==> src/rtl/psum_requant_if.sv <==
// Streaming port bundle for psum_requant: partial-sum input channel and requantized pixel output.
// DATA_BIT (shared with mac) sets the pixel width; it defaults to 16 when not defined globally.
`ifndef DATA_BIT
`define DATA_BIT 16
`endif

// Both channels are valid/ready: a beat transfers on a rising edge where valid && ready.
// The source keeps valid and its payload stable until that edge; ready may depend on state only.
interface psum_requant_if #(
  parameter int DW = `DATA_BIT
) ();
  logic                   in_valid;
  logic                   in_ready;
  logic signed [2*DW+1:0] in_psum;
  logic                   in_last;
  logic signed [DW-1:0]   bias;
  logic                   out_valid;
  logic                   out_ready;
  logic signed [DW-1:0]   out_data;

  modport slave (
    input  in_valid, in_psum, in_last, bias, out_ready,
    output in_ready, out_valid, out_data
  );

  modport master (
    output in_valid, in_psum, in_last, bias, out_ready,
    input  in_ready, out_valid, out_data
  );
endinterface

==> src/rtl/psum_requant.sv <==
// Accumulates signed MAC partial sums per pixel, adds bias, rounds/shifts/saturates to DATA_BIT.
// Optional build macro PSUM_RELU_EN zeroes negative results after clamping.
`ifndef DATA_BIT
`define DATA_BIT 16
`endif

module psum_requant #(
  parameter int SHIFT    = 8,
  parameter int MAX_PSUM = 16
) (
  input  logic            clk,
  input  logic            rst,
  psum_requant_if.slave   bus,
  output logic            sat_flag,
  output logic            err_flag,
  output logic            state_dbg
);

  localparam int DW = `DATA_BIT;
  localparam int PW = 2*DW + 2;
  localparam int AW = 2*DW + 6;
  localparam int CW = $clog2(MAX_PSUM + 1);

  // Requantization runs one bit wider than the accumulator so the rounding add cannot wrap.
  localparam logic signed [AW:0] HALF = (AW+1)'(1) << (SHIFT - 1);
  localparam logic signed [AW:0] MAXV = (AW+1)'((1 << (DW - 1)) - 1);
  localparam logic signed [AW:0] MINV = ~MAXV;

  typedef enum logic {
    S_ACC  = 1'b0,
    S_HOLD = 1'b1
  } state_t;

  state_t state, state_nx;

  logic signed [AW-1:0] acc;
  logic [CW-1:0]        cnt;
  logic signed [AW-1:0] pend_acc;
  logic                 pend_valid;
  logic signed [DW-1:0] hold_data;
  logic                 out_valid_q;
  logic signed [DW-1:0] out_data_q;

  logic                 in_ready_c;
  logic                 accept;
  logic                 closing;
  logic                 out_free;
  logic                 load_pend;
  logic                 load_hold;
  logic                 to_hold;

  logic signed [AW-1:0] bias_ext;
  logic signed [AW-1:0] psum_ext;
  logic signed [AW-1:0] acc_base;
  logic signed [AW-1:0] acc_sum;

  logic signed [AW:0]   rnd;
  logic signed [AW:0]   shifted;
  logic signed [DW-1:0] rq_data;
  logic                 rq_sat;

  assign bus.in_ready  = in_ready_c;
  assign bus.out_valid = out_valid_q;
  assign bus.out_data  = out_data_q;
  assign state_dbg     = (state == S_HOLD);

  assign accept   = bus.in_valid && in_ready_c;
  assign out_free = !out_valid_q || bus.out_ready;
  assign closing  = bus.in_last || (cnt == CW'(MAX_PSUM - 1));

  // The bias enters pre-scaled by SHIFT so the final shift treats it as a whole pixel offset.
  always_comb begin
    bias_ext = {{(AW-DW){bus.bias[DW-1]}}, bus.bias};
    psum_ext = {{(AW-PW){bus.in_psum[PW-1]}}, bus.in_psum};
    acc_base = (cnt == '0) ? (bias_ext <<< SHIFT) : acc;
    acc_sum  = acc_base + psum_ext;
  end

  // Round half up, floor-shift, clamp; ReLU (when built in) acts on the clamped value.
  always_comb begin
    rnd     = $signed({pend_acc[AW-1], pend_acc}) + HALF;
    shifted = rnd >>> SHIFT;
    rq_sat  = 1'b0;
    rq_data = shifted[DW-1:0];
    if (shifted > MAXV) begin
      rq_data = MAXV[DW-1:0];
      rq_sat  = 1'b1;
    end else if (shifted < MINV) begin
      rq_data = MINV[DW-1:0];
      rq_sat  = 1'b1;
    end
`ifdef PSUM_RELU_EN
    if (rq_data[DW-1]) begin
      rq_data = '0;
    end
`else
    rq_data = rq_data;
`endif
  end

  always_ff @(posedge clk) begin
    if (!rst) begin
      state <= S_ACC;
    end else begin
      state <= state_nx;
    end
  end

  // A finished pixel waits in pend_acc; if the output is busy it is parked in hold_data.
  always_comb begin
    state_nx   = state;
    in_ready_c = 1'b0;
    load_pend  = 1'b0;
    load_hold  = 1'b0;
    to_hold    = 1'b0;
    case (state)
      S_ACC: begin
        in_ready_c = rst;
        if (pend_valid) begin
          if (out_free) begin
            load_pend = 1'b1;
          end else begin
            to_hold  = 1'b1;
            state_nx = S_HOLD;
          end
        end
      end
      S_HOLD: begin
        if (out_free) begin
          load_hold = 1'b1;
          state_nx  = S_ACC;
        end
      end
      default: state_nx = S_ACC;
    endcase
  end

  always_ff @(posedge clk) begin
    if (!rst) begin
      acc      <= '0;
      cnt      <= '0;
      err_flag <= 1'b0;
    end else if (accept) begin
      if (closing) begin
        acc <= '0;
        cnt <= '0;
        if (!bus.in_last) begin
          err_flag <= 1'b1;
        end
      end else begin
        acc <= acc_sum;
        cnt <= cnt + CW'(1);
      end
    end
  end

  always_ff @(posedge clk) begin
    if (!rst) begin
      pend_acc   <= '0;
      pend_valid <= 1'b0;
      hold_data  <= '0;
      sat_flag   <= 1'b0;
    end else begin
      if (accept && closing) begin
        pend_acc   <= acc_sum;
        pend_valid <= 1'b1;
      end else if (load_pend || to_hold) begin
        pend_valid <= 1'b0;
      end
      if (to_hold) begin
        hold_data <= rq_data;
      end
      if ((load_pend || to_hold) && rq_sat) begin
        sat_flag <= 1'b1;
      end
    end
  end

  // A reload in the handshake cycle keeps out_valid high, giving back-to-back pixels.
  always_ff @(posedge clk) begin
    if (!rst) begin
      out_valid_q <= 1'b0;
      out_data_q  <= '0;
    end else if (load_pend) begin
      out_valid_q <= 1'b1;
      out_data_q  <= rq_data;
    end else if (load_hold) begin
      out_valid_q <= 1'b1;
      out_data_q  <= hold_data;
    end else if (bus.out_ready) begin
      out_valid_q <= 1'b0;
    end
  end

endmodule

==> src/flat_wrapper.sv <==
// flat-port wrapper written by rule: the top's interface ports become plain ports
module psum_requant_flat 
#(
  parameter int SHIFT    = 8,
  parameter int MAX_PSUM = 16
)
  (clk, rst, sat_flag, err_flag, state_dbg, bus_in_valid, bus_in_psum, bus_in_last, bus_bias, bus_out_ready, bus_in_ready, bus_out_valid, bus_out_data);
  psum_requant_if #(.DW((`DATA_BIT))) bus_i ();
  input  logic clk;
  input  logic rst;
  output logic sat_flag;
  output logic err_flag;
  output logic state_dbg;
  input wire logic [$bits(bus_i.in_valid)-1:0] bus_in_valid;
  input wire logic [$bits(bus_i.in_psum)-1:0] bus_in_psum;
  input wire logic [$bits(bus_i.in_last)-1:0] bus_in_last;
  input wire logic [$bits(bus_i.bias)-1:0] bus_bias;
  input wire logic [$bits(bus_i.out_ready)-1:0] bus_out_ready;
  output wire logic [$bits(bus_i.in_ready)-1:0] bus_in_ready;
  output wire logic [$bits(bus_i.out_valid)-1:0] bus_out_valid;
  output wire logic [$bits(bus_i.out_data)-1:0] bus_out_data;
  assign bus_i.in_valid = bus_in_valid;
  assign bus_i.in_psum = bus_in_psum;
  assign bus_i.in_last = bus_in_last;
  assign bus_i.bias = bus_bias;
  assign bus_i.out_ready = bus_out_ready;
  assign bus_in_ready = bus_i.in_ready;
  assign bus_out_valid = bus_i.out_valid;
  assign bus_out_data = bus_i.out_data;
  psum_requant #(.SHIFT(SHIFT), .MAX_PSUM(MAX_PSUM)) u_core (.clk(clk), .rst(rst), .bus(bus_i), .sat_flag(sat_flag), .err_flag(err_flag), .state_dbg(state_dbg));
endmodule
==> config.mk <==
export PLATFORM = sky130hd
export DESIGN_NAME = psum_requant_flat
export DESIGN_NICKNAME = d
export VERILOG_FILES = /design/src/rtl/psum_requant_if.sv /design/src/rtl/psum_requant.sv /design/src/flat_wrapper.sv
export SDC_FILE = /design/constraint.sdc
export NUM_CORES = 1
export LEC_CHECK = 0
export BUFFER_PORTS_ARGS = -buffer_cell sky130_fd_sc_hd__clkbuf_2
export CAP_MARGIN = 20
export CELL_PAD_IN_SITES_DETAIL_PLACEMENT = 0
export CELL_PAD_IN_SITES_GLOBAL_PLACEMENT = 1
export CORE_MARGIN = 4
export CORE_UTILIZATION = 25
export DETAILED_ROUTE_END_ITERATION = 10
export MAX_ROUTING_LAYER = met4
export PLACE_DENSITY_LB_ADDON = 0.1
export SLEW_MARGIN = 20
export SYNTH_ARGS = -nofsm -noshare
export SYNTH_HDL_FRONTEND = slang
export SYNTH_SLANG_ARGS = --single-unit
==> constraint.sdc <==
create_clock -name clk -period 5.5 [get_ports clk]
set_input_delay 0 -clock clk [delete_from_list [all_inputs] [get_ports clk]]
set_output_delay 0 -clock clk [all_outputs]
set_load 0.01 [all_outputs]
# After elaboration in Yosys (flattened, before gate mapping)
# Index checks and enable logic that the tools add are counted.
[totals]
out_inout_bits = 21
ff_bits = 118
elab_cells = 53
in_bits = 55
[op_classes]
n_addsub = 3
n_lt_le_gt_ge = 2
n_mux = 23
reduce_logical = 12
bitwise_logic = 2
eq_ne = 1
[op_table]
columns = ["operator", "n"]
rows = [
  ["38-bit 2-to-1 mux", 2],
  ["16-bit 2-to-1 mux", 4],
  ["38-bit by 9-bit adder with 39-bit output, second input constant", 1],
  ["38-bit by 34-bit adder with 38-bit output", 1],
  ["31-bit by 16-bit greater-than comparator with 1-bit output, second input constant", 1],
  ["31-bit by 16-bit < comparator with 1-bit output, second input constant", 1],
  ["1-bit 2-to-1 mux", 15],
  ["5-bit by 1-bit adder with 5-bit output, second input constant", 1],
  ["5-bit by 4-bit equality test with 1-bit output, second input constant", 1],
  ["5-bit logical NOT", 1],
  ["5-bit 2-to-1 mux", 1],
  ["2-bit nonzero test", 2],
  ["1-bit logical AND", 3],
  ["1-bit logical OR", 3],
  ["3-bit AND reduction", 1],
  ["3-bit nonzero test", 1],
  ["1-bit NOT", 2],
  ["1-bit case mux with 2 select lines", 1],
  ["1-bit logical NOT", 1],
]

# Logic depth before layout (Yosys ltp)
[depth]
word_depth = 8
ltp_mapped = 18
depth_no_buf = 15

# Least setup slack after synthesis
# Ideal clock, no wire load.
[synth_timing]
kind = "reg-to-reg"
start = "register u_core.cnt[0]"
end = "register u_core.acc[18]"
slack_ns = 1.288
required_ns = 5.374
path_buffers = 2
setup_ns = 0.126
stages_incl_launch_ff = 18
arrival_ns = 4.087
cell_sequence = "dfxtp_1 -> inv_1 -> ha_1 -> or4b_2 -> clkbuf_1 -> clkbuf_1 -> and2_1 -> ha_1 -> fa_1 -> a21o_1 -> a311oi_1 -> o21ai_0 -> a21boi_0 -> o21ai_0 -> a311o_1 -> a21oi_1 -> xor2_1 -> o21ai_0"
[synth_via]
elab_chain_len = 4
word_cells_on_any_way = 6
cone_classes = "1 x add/sub; 1 x eq/ne; 2 x mux; 2 x reduce/logical"
[synth_rtl]
columns = ["element", "line_no", "source"]
rows = [
  ["from (decl)", "psum_requant.sv:37", "logic [CW-1:0] cnt;"],
  ["from (signal assigned)", "psum_requant.sv:152", "cnt <= cnt + CW'(1);"],
  ["5-bit logical NOT", "psum_requant.sv:75", "acc_base = (cnt == '0) ? (bias_ext <<< SHIFT) : acc;"],
  ["38-bit 2-to-1 mux", "psum_requant.sv:75", ""],
  ["38-bit by 34-bit adder with 38-bit output", "psum_requant.sv:76", "acc_sum = acc_base + psum_ext;"],
  ["38-bit 2-to-1 mux (*)", "psum_requant.sv:144", "if (closing) begin"],
  ["to (signal assigned)", "psum_requant.sv:151", "acc <= acc_sum;"],
  ["to (decl)", "psum_requant.sv:36", "logic signed [AW-1:0] acc;"],
]
# Every way passes the cells marked *; elsewhere a longest branch is shown, timed or not.
# A chain may end at the register's enable or synchronous reset.

# Worst setup path after layout
# Ends and elaborated chain as after synthesis.

==> results.yml <==
outcome:
  outcome: "finished, final reports clean"
power_and_ir_drop:
  switching_share: 0.339
  combPwrFrac: 0.249
  p_per_area_mw_per_mm2: 266
  seq_power_share: 0.421
  p_leak_nw: 3.48
  internal-power_mw: 1.43
  p_clk_frac: 0.330
  ir_drop_mv: 0.136
  design_power_total_mw: 2.16
  switchingPower_mw: 0.733
cts:
  clock-root-buffer: "clkbuf_16"
  tritoncts: "built"
  clkSlewWorstSetupHoldPaths_ns: 0.09
  postCtsHoldBufs: 0
  htreeDepth: 3
  cts_made_buffers: 9
  cts_setup_buffers: 0
  clock_sinks: 111
  cts_buffer_depth: 2
  clock_latency_ns: 0.37
  cts-resized-gates: 0
timing:
  timing.slew.headroom: 0.392
  fin_crit_sh: 0.869
  hold_violations: 0
  fin_setup_tns_ns: 0
  drv_slew: 0
  layout_setup_ws_ns: 0.721
  setup_viol: 0
  period_needed_ns: 4.78
  worstMarginPinSlew_ns: 0.889
  whs_ns: 0.0405
  max_freq_mhz: 209
  rsz0062_at_grt: "false"
  skew_ns: 0.0205
synthesis:
  muxShareOfSynthArea: 0.00281
  synth-simple-area-share: 0.262
  synth_flop_cell: "dfxtp_1"
  synth_nets: 1002
  ys_seq_elements: 111
  synth-compound-area-share: 0.241
  ys_types: 70
  synth_area_mm2: 0.00712
  yosysSeqAreaShare: 0.312
  synth_area_per_cell_um2: 7.86
  synth_xor_area_frac: 0.0689
  syn_inst: 905
  synth-edff-count: 0
  ys_warn_count: 0
  synth_top_family_by_area: "simple AND/OR/NAND/NOR gates"
  synthArstFlopShare: 0
  synthAdderAreaFrac: 0.0749
hold_path:
  hp-class: "in2reg"
  holdPathEnd: "u_core.err_flag"
  hp-start: "bus_in_last"
  min_delay_path_depth: 4
cells_and_area:
  drive_gt1_frac: 0.135
  fin_util: 0.291
  design_area_mm2: 0.00813
  final_cells: 1327
  syn_to_final_growth_pct: 14.2
  final_nets: 1041
  antenna_cells: 0
worst_setup_path:
  startpoint_type: "flop"
  r2r-end: "u_core.acc[18]"
  reg2reg_from: "u_core.cnt[0]"
  worstPathRequired_ns: 5.71
  r2r_slack_ns: 0.72
  path_class: "reg2reg"
  worstPathArrival_ns: 4.99
  path_max_fanout: 10
  crit_path_end_kind: "flop"
  reg2reg_depth: 15
floorplan:
  die_w_um: 177
  initial_utilization: 0.255
  placementRows: 61
  core_mm2: 0.0279
  die_h_um: 177
  io_pins: 76
  die_area_mm2: 0.0312
routing:
  first_pass_iters: 5
  drc: 0
  avgViaCountPerCell: 4.86
  drtIter0Drc: 567
  ant_nets: 0
  num_vias: 6451
  wl_per_cell_um: 17.0
  wirelength_um: 22600
place:
  place_ws_ns: 0.742
  postPlaceCellArea_mm2: 0.00782
  place_congestion: 0.797
  placed_cells: 1311
  portBuffers: 75
  hpwl_um: 17000
global_routing:
  grt_pass1_wl_um: 36200
  grt_util_all_layers: 0.150
  grt_overflow: 0
  grt_max_degree: 76
  grt_pass1_vias: 6258
  antenna_found_initial: 0
job:
  drv_cap: 0
power groups by stage:
stage | Combinational (mW) | Sequential (mW) | Clock, mW
2_1_floorplan | 0.377 | 0.909 | 0
3_3_place_gp | 0.549 | 0.929 | 0
3_5_place_dp | 0.541 | 0.928 | 0
4_1_cts | 0.543 | 0.910 | 0.736
5_1_grt | 0.603 | 0.920 | 0.762
6_report | 0.539 | 0.910 | 0.713
layout make-up:
cell class	count	area [µm²]
Fill cell	3110	19800
Multi-Input combinational cell	725	4630
Sequential cell	111	2220
Tap cell	378	473
Timing Repair Buffer	84	443
Clock buffer	10	229
Clock inverter	6	75.1
Inverter	13	48.8
layer usage:
layer / part of all wire / global-route usage / wire (µm)
met5: 0 / - / 0
met4: 0.0076 / 0.0297 / 171
met3: 0.028 / 0.0214 / 638
met2: 0.43 / 0.217 / 9610
met1: 0.54 / 0.222 / 12200
kinds of logic (layout without fill, tap and decap cells):
logic type               Yosys count  count (layout)
XOR/XNOR                          56              56
flip-flops                       111             111
AND/OR/NAND/NOR                  386             386
buffers and inverters             69             113
AO/OA/AOI/OAI                    239             239
multiplexers                       2               2
adder cells (fa/ha/maj)           42              42
sequential cells by signal, summed over array words and instances (netlist names):
name                  count
u_core.pend_acc          31
u_core.state_dbg          1
u_core.hold_data         16
u_core.bus.out_data      16
u_core.sat_flag           1
u_core.acc               38
u_core.pend_valid         1
u_core.cnt                5
u_core.bus.out_valid      1
u_core.err_flag           1
worst max-delay path, cell delays in order, from the launching register on:
cell and delay (ns):
dfxtp_1 0.36, inv_1 0.07, ha_1 0.15, or4b_2 0.74, and2_1 0.23, ha_1 0.22
fa_1 0.40, a21o_1 0.22, a311oi_1 0.34, o21ai_0 0.26, a21boi_0 0.35, o21ai_0 0.23
a311o_1 0.39, a21oi_1 0.21, xor2_1 0.32, o21ai_0 0.14
synthesized netlist by cell type (8+ instances only):
library cell / number / share of area
nand3_1: 41 / 0.029
o221ai_1: 14 / 0.017
xnor2_1: 35 / 0.043
nor2_1: 47 / 0.025
xor2_1: 21 / 0.026
nand2_1: 176 / 0.093
o21ai_0: 47 / 0.033
a21o_1: 29 / 0.031
and3_1: 12 / 0.011
o221a_2: 15 / 0.024
a21oi_1: 40 / 0.028
nand2b_1: 10 / 0.0088
ha_1: 41 / 0.072
a22o_1: 14 / 0.017
a22oi_1: 13 / 0.014
inv_1: 12 / 0.0063
clkbuf_1: 50 / 0.026
dfxtp_1: 111 / 0.31
o211ai_1: 8 / 0.0084
nor2b_1: 25 / 0.022
o21a_1: 9 / 0.0095
and2_1: 24 / 0.021
nand4_1: 15 / 0.013
layout by cell type (no fill, tap or decap), types with 10 or more instances in the layout:
cell type / netlist / routed
a22o_1: 14 / 14
nor2_1: 47 / 47
a21o_1: 29 / 29
inv_1: 12 / 12
and2_1: 24 / 24
o221ai_1: 14 / 14
xor2_1: 21 / 21
clkbuf_2: 0 / 75
nor2b_1: 25 / 24
a21oi_1: 40 / 40
and3_1: 12 / 12
nand2b_1: 10 / 10
ha_1: 41 / 41
dfxtp_1: 111 / 111
nand3_1: 41 / 41
nand4_1: 15 / 15
o221a_2: 15 / 15
o21ai_0: 47 / 47
a22oi_1: 13 / 13
xnor2_1: 35 / 35
nand2_1: 176 / 176
worst max-delay path by stage:
stage | from | endpoint | slack [ns] | cells past startpoint
after detailed placement | u_core.cnt[0] | u_core.acc[18] | 0.74 | 15
after floorplan | u_core.cnt[0] | u_core.acc[18] | 1.29 | 17
after global routing | u_core.cnt[0] | u_core.acc[25] | 0.36 | 14
after CTS | u_core.cnt[0] | u_core.acc[18] | 0.70 | 15
final | u_core.cnt[0] | u_core.acc[18] | 0.72 | 15
after global placement | u_core.cnt[0] | u_core.acc[25] | 0.76 | 14
No activity file was read; power rests on OpenSTA's default activity.
